### config.mk
export PLATFORM = sky130hd
export DESIGN_NAME = pc_gen_seq
export DESIGN_NICKNAME = d
export VERILOG_FILES = /design/src/rtl/strv32i_pkg.sv /design/src/rtl/pc_redirect_arb.sv /design/src/rtl/pc_gen_seq.sv
export SDC_FILE = /design/constraint.sdc
export NUM_CORES = 1
export LEC_CHECK = 0
export ABC_AREA = 0
export CAP_MARGIN = 20
export CORE_MARGIN = 2
export CORE_UTILIZATION = 35
export CTS_BUF_LIST = sky130_fd_sc_hd__clkbuf_4 sky130_fd_sc_hd__clkbuf_8 sky130_fd_sc_hd__clkbuf_16
export DETAILED_ROUTE_END_ITERATION = 10
export PLACE_DENSITY_LB_ADDON = 0.08
export SLEW_MARGIN = 20
export SYNTH_ARGS = -nofsm -noshare
export SYNTH_HDL_FRONTEND = slang
export SYNTH_SLANG_ARGS = --single-unit
export TNS_END_PERCENT = 100
### constraint.sdc
create_clock -name clk_in -period 4.6 [get_ports clk_in]
set_clock_uncertainty 0.1 [all_clocks]
set_input_delay 0.46 -clock clk_in [delete_from_list [all_inputs] [get_ports clk_in]]
set_output_delay 0.46 -clock clk_in [all_outputs]
set_load 0.005 [all_outputs]
### src/rtl/strv32i_pkg.sv
// Shared STRV32I fetch-stage types: FSM states, redirect-source encoding and the default address width.
package strv32i_pkg;

  localparam int XLEN_DEFAULT = 32;

  typedef enum logic [1:0] {
    S_BOOT = 2'd0,
    S_RUN  = 2'd1,
    S_WAIT = 2'd2
  } pc_state_e;

  typedef enum logic [1:0] {
    RS_NONE   = 2'd0,
    RS_BRANCH = 2'd1,
    RS_MRET   = 2'd2,
    RS_TRAP   = 2'd3
  } redirect_src_e;

endpackage

### src/rtl/pc_redirect_arb.sv
// Combinational redirect arbiter: picks trap > mret > branch, sanitises the target and
// flags targets that cannot be fetched at the configured alignment.
module pc_redirect_arb
  import strv32i_pkg::*;
#(
  parameter int XLEN   = XLEN_DEFAULT,
  parameter int IALIGN = 4
) (
  input  logic            trap_take_i,
  input  logic [XLEN-1:0] trap_vector_i,
  input  logic            mret_i,
  input  logic [XLEN-1:0] epc_i,
  input  logic            branch_take_i,
  input  logic [XLEN-1:0] branch_target_i,
  output logic            sel_vld_o,
  output logic [XLEN-1:0] sel_target_o,
  output logic            sel_misaligned_o
);

  redirect_src_e   src;
  logic [XLEN-1:0] tgt;

  always_comb begin
    src = RS_NONE;
    tgt = '0;
    if (trap_take_i) begin
      src = RS_TRAP;
      tgt = trap_vector_i;
    end else if (mret_i) begin
      src = RS_MRET;
      tgt = epc_i;
    end else if (branch_take_i) begin
      src = RS_BRANCH;
      tgt = branch_target_i;
    end
    tgt[0] = 1'b0;
    sel_misaligned_o = 1'b0;
    // A trap vector must always be taken, so it is realigned rather than rejected.
    if (IALIGN == 4 && tgt[1]) begin
      if (src == RS_TRAP) tgt[1] = 1'b0;
      else sel_misaligned_o = (src != RS_NONE);
    end
    sel_vld_o    = (src != RS_NONE) && !sel_misaligned_o;
    sel_target_o = tgt;
  end

endmodule

### src/rtl/pc_gen_seq.sv
// Registered next-PC generator: owns the fetch PC and issues it over a valid/ready handshake.
// Handshake: a request fires when ifetch_valid_out & ifetch_ready_in; once raised, valid and iaddr_out hold until it fires.
module pc_gen_seq
  import strv32i_pkg::*;
#(
  parameter int              XLEN      = XLEN_DEFAULT,
  parameter logic [XLEN-1:0] BOOT_ADDR = '0,
  parameter int              IALIGN    = 4
) (
  input  logic            clk_in,
  input  logic            rst_in,
  input  logic            stall_in,
  input  logic            branch_take_in,
  input  logic [XLEN-1:0] branch_target_in,
  input  logic            trap_take_in,
  input  logic [XLEN-1:0] trap_vector_in,
  input  logic            mret_in,
  input  logic [XLEN-1:0] epc_in,
  input  logic            ifetch_ready_in,
  output logic            ifetch_valid_out,
  output logic [XLEN-1:0] iaddr_out,
  output logic [XLEN-1:0] pc_out,
  output logic [XLEN-1:0] pc_plus_4_out,
  output logic            misaligned_out,
  output logic [XLEN-1:0] misaligned_addr_out,
  output logic [1:0]      state_dbg_out
);

  pc_state_e       state_q, state_d;
  logic [XLEN-1:0] pc_q, pc_d;
  logic [XLEN-1:0] pend_q, pend_d;
  logic            pend_vld_q, pend_vld_d;
  logic            hold_q, hold_d;
  logic            mis_q, mis_d;
  logic [XLEN-1:0] mis_addr_q, mis_addr_d;

  logic            valid, fire, in_wait;
  logic            sel_vld, sel_mis;
  logic [XLEN-1:0] sel_target;

  // Only a trap may replace a redirect that is already waiting for its handshake.
  assign in_wait = (state_q == S_WAIT);

  pc_redirect_arb #(
    .XLEN   (XLEN),
    .IALIGN (IALIGN)
  ) u_arb (
    .trap_take_i      (trap_take_in),
    .trap_vector_i    (trap_vector_in),
    .mret_i           (mret_in && !in_wait),
    .epc_i            (epc_in),
    .branch_take_i    (branch_take_in && !in_wait),
    .branch_target_i  (branch_target_in),
    .sel_vld_o        (sel_vld),
    .sel_target_o     (sel_target),
    .sel_misaligned_o (sel_mis)
  );

  always_ff @(posedge clk_in) begin
    if (rst_in) begin
      state_q    <= S_BOOT;
      pc_q       <= BOOT_ADDR;
      pend_q     <= '0;
      pend_vld_q <= 1'b0;
      hold_q     <= 1'b0;
      mis_q      <= 1'b0;
      mis_addr_q <= '0;
    end else begin
      state_q    <= state_d;
      pc_q       <= pc_d;
      pend_q     <= pend_d;
      pend_vld_q <= pend_vld_d;
      hold_q     <= hold_d;
      mis_q      <= mis_d;
      mis_addr_q <= mis_addr_d;
    end
  end

  always_comb begin
    state_d    = state_q;
    pc_d       = pc_q;
    pend_d     = pend_q;
    pend_vld_d = pend_vld_q;
    hold_d     = valid && !ifetch_ready_in;
    mis_d      = sel_mis;
    mis_addr_d = sel_mis ? sel_target : mis_addr_q;
    case (state_q)
      S_BOOT: begin
        state_d = S_RUN;
        if (sel_vld) pc_d = sel_target;
      end
      S_RUN: begin
        if (sel_vld) begin
          // A request already on the bus must stay stable, so park the target.
          if (fire || !valid) begin
            pc_d = sel_target;
          end else begin
            pend_d     = sel_target;
            pend_vld_d = 1'b1;
            state_d    = S_WAIT;
          end
        end else if (fire && !sel_mis) begin
          pc_d = pc_q + XLEN'(IALIGN);
        end
      end
      S_WAIT: begin
        if (sel_vld) pend_d = sel_target;
        if (fire && pend_vld_q) begin
          pc_d       = sel_vld ? sel_target : pend_q;
          pend_vld_d = 1'b0;
          state_d    = S_RUN;
        end
      end
      default: state_d = S_BOOT;
    endcase
  end

  always_comb begin
    valid               = (state_q != S_BOOT) && (!stall_in || hold_q);
    fire                = valid && ifetch_ready_in;
    ifetch_valid_out    = valid;
    iaddr_out           = pc_q;
    pc_out              = pc_q;
    pc_plus_4_out       = pc_q + XLEN'(IALIGN);
    misaligned_out      = mis_q;
    misaligned_addr_out = mis_addr_q;
    state_dbg_out       = state_q;
  end

endmodule

==> key figures <==
Run status
  • Status: finished, final reports clean

Clock network
  • CTS Root Buffer Type: clkbuf_16
  • Clk pin slew, worst setup/hold paths: around 0.07 ns
  • Resize count post-CTS: 0
  • CTS tree: built
  • Clock latency on the worst-skew pair: between 0.3 and 0.4 ns
  • Number of H-tree levels: 3
  • CTS Hold Bufs: 0
  • Post-CTS Setup Inserts: 0
  • CTS Buf Count: 9
  • # clock sinks: 100
  • CTS Buffer Depth: 2

Run
  • Maxcap violations: 0

Pwr
  • Sw frac: between 30% and 40%
  • Int Power: around 2200 uW
  • Switching pwr: around 1200 uW
  • VDD IR max: 0.2036 mV
  • Clock Power Share: between 20% and 30%
  • Combinational Power Share: around two fifths
  • Sequential power share: roughly a third
  • PwrDens: approximately 390 mW/mm2
  • Pleak: between 0.003 and 0.004 uW

Global route
  • Met2 Track Usage GR: 32.68%
  • Initial antenna violation count: 0
  • Top Usage Layer GRT: met1
  • GRT Total Usage: a little under a quarter
  • Pin count of the biggest net entering global routing: 67
  • First-pass GRT wire length: roughly 33,000 um
  • Met1 usage: 34.78%
  • Congestion Overflow GR: 0
  • Vias in the first global route: around 5,800
  • Met3 GRT Util: 5.612%

Timing
  • Slew margin rel.: between 40% and 50%
  • Hold Slack: between 0.3 and 0.4 ns
  • Tcrit/Tclk final: between 70% and 80%
  • Worst Slack Setup Final: 0.9209 ns
  • Worst Max-Slew Pin Slew: between 0.8 and 0.9 ns
  • Final hold vios: 0
  • RSZ-0062 raised after global routing: false
  • Setup tns final: 0 ns
  • Clock period minus worst slack: ~3.7 ns
  • FMAX: 271.8 MHz
  • Max Slew Vio Count: 0
  • Final setup violation count: 0

Logic synthesis
  • Primary FF master, synth: dfxtp_1
  • Synthesis-stage register bit count: 100
  • Syn_nets: between 900 and 1,000
  • Synth Warn #: 0
  • Async S/R FF share, synth: 0%
  • Cells after Synth: slightly below 800
  • Largest area contributor in the netlist: dfxtp_1
  • Seq/Total Area, Yosys: about a third
  • Post-synth EDFFs: 0
  • Synth top area share: between 30% and 40%
  • Synth area leaders: dfxtp_1, nand2_1, o21ai_0
  • Mapped cell area: between 0.006 and 0.007 mm2
  • Synth cell types: 63
  • Syn_area_per_cell: 7.643 um2

Floorplan
  • Die height: 135.5 um
  • Initial Util: a little over a third
  • IO Pins: 235
  • Cell row count: 48
  • Die Span X: about 140 um
  • Core area: between 0.015 and 0.02 mm2
  • Die area: approximately 0.018 mm2

Critical path
  • Setup crit end kind: flip-flop
  • Worst EP required: 4.79 ns
  • Cells along the critical path: clkdlybuf4s50_1 -> nor2b_2 -> or2_2 -> inv_1 -> ha_1 -> a31o_1 -> a2111o_1 -> or4_1 -> nor4_1 -> a211o_1
  • CP Class: in -> reg
  • Delay-heaviest family, CP: simple AND/OR/NAND/NOR gates
  • Slowest CP cell: or4_1
  • Largest stage delay, worst path: approximately 0.73 ns
  • Critical path startpoint category: primary input
  • CP bufs+invs: 2
  • CP max FO: 15
  • Crit path DAT: 3.87 ns

Placement
  • Buffers on Ports: 230
  • Post-DP HPWL: between 15,000 and 20,000 um
  • Pre-CTS setup slack: between 0.6 and 0.7 ns
  • Cell Area, Placed: roughly 0.0084 mm2
  • DP Cell Count: between 1,000 and 1,500
  • RePlAce Congestion: between 0.8 and 0.9

Layout
  • Fraction of layout cells with a size suffix above 1: around 6.4%
  • Area Overhead vs Synth: 43.49%
  • # diodes: 0
  • Fin cells: around 1,200
  • Nets: 1,081
  • Post-route cell area: ~0.0087 mm2

Drt
  • DRT iter0 DRCs: between 500 and 600
  • Final ANT Viol Nets: 0
  • Post-route DRC: 0
  • Vias per Instance: approximately 5.3
  • WL/cell: between 15 and 20 um
  • Routed vias: about 6,400
  • DR pass1 iterations: 5
  • Post-Route WL: between 20,000 and 25,000 um

Min path
  • Min-delay worst type: reg -> reg
==> Yosys cell counts, drive strengths merged (3+ instances only) <==
master    n
and3      6
nand3    27
a211o     5
a21oi    50
nand4    13
nor2     68
and2      6
a211oi   27
o32ai     4
nand2b    5
a31oi    10
nand2   118
or3       6
a311oi    3
xor2      7
a221o     5
or2       3
o21ai    64
a31o      3
clkbuf   36
nor4      4
a221oi    6
a22oi    33
buf      54
mux2i    20
nor3     14
dfxtp   100
nor2b     4
nor3b     5
a21boi    4
a22o      5
xnor2    19
and4      3
and3b     3
ha        7
inv      18
a32o      8
==> flip-flops by register name, summed over array words and instances, names as in the netlist <==
register             flops
misaligned_out           1
hold_q                   1
state_dbg_out            2
misaligned_addr_out     31
iaddr_out               32
pend_vld_q               1
pend_q                  32
==> cell families (layout without fill, tap and decap cells) <==
kind of cell	after synthesis	in the layout	share of synthesized area (%)
AOI/OAI and AO/OA	241	241	26.44
muxes	20	20	3.307
xor gates and xnor gates	26	26	3.762
DFF	100	100	33.07
other	1	1	0.06195
buffers and inverters	109	293	9.384
adders and majority gates	7	7	1.447
and+or+nand+nor	288	288	22.53
==> worst paths after layout <==
| path | startpoint | to | slack, ns | depth (start not counted) |
|---|---|---|---|---|
| max | mret_in | iaddr_out[14] | 0.92 | 10 |
| min | misaligned_addr_out[30] | misaligned_addr_out[30] | 0.36 | 2 |
| max reg2reg | state_dbg_out[0] | iaddr_out[14] | 0.93 | 10 |
| min reg2reg | misaligned_addr_out[30] | misaligned_addr_out[30] | 0.36 | 2 |
==> tightest hold or removal path, cell delays in order (launching register included) <==
cell and delay [ns]:
dfxtp_1 0.31, nand2_1 0.05, a21oi_1 0.05
==> power by group through the flow <==
stage	Sequential (uW)	Clock [uW]	Combinational, uW
after floorplan	1140	0	722
after detailed placement	1180	0	1410
after global placement	1170	0	1410
after CTS	1160	828	1420
after global routing	1180	860	1550
final	1160	814	1420
==> layer usage <==
metal / vias up / share of wire [%]
met3: 11 / 8.3
met4: 0 / 0.87
met5: - / 0
met2: 241 / 42
met1: 2967 / 49
li1: 3178 / -
==> stage by stage <==
stage / total power (uW) / util, %
6_report: 3390 / 50.75
5_1_grt: 3589 / 50.75
4_1_cts: 3404 / 50.75
3_5_place_dp: 2592 / 48.92
3_3_place_gp: 2584 / 48.92
2_1_floorplan: 1860 / -
==> layout make-up <==
class                      instances  area, um2
fill                            1749       8431
multi-input combinational        583       3503
timing repair buffer             258       2515
sequential                       100       2002
tap                              225      281.5
clock buffer                      11      246.5
inverter                          19      71.32
clock inverter                     5      66.31
==> layout by cell type (no fill, tap or decap), types with 6 or more instances in the layout <==
cell type | Yosys | routed
mux2i_1 | 20 | 20
xnor2_1 | 19 | 19
clkdlybuf4s50_1 | 0 | 228
a211oi_1 | 27 | 27
inv_1 | 18 | 18
a21oi_1 | 49 | 49
a221oi_1 | 6 | 6
a31oi_1 | 10 | 10
and2_1 | 6 | 6
and3_1 | 6 | 6
xor2_1 | 7 | 7
dfxtp_1 | 100 | 100
ha_1 | 7 | 7
o21ai_0 | 62 | 62
nor2_1 | 68 | 68
a32o_1 | 8 | 8
nand3_1 | 26 | 26
a22oi_1 | 33 | 33
or3_1 | 6 | 6
nand2_1 | 117 | 117
nor3_1 | 13 | 12
nand4_1 | 12 | 12
clkbuf_16 | 0 | 9
buf_4 | 35 | 27
(Power assumes the default switching activity.)
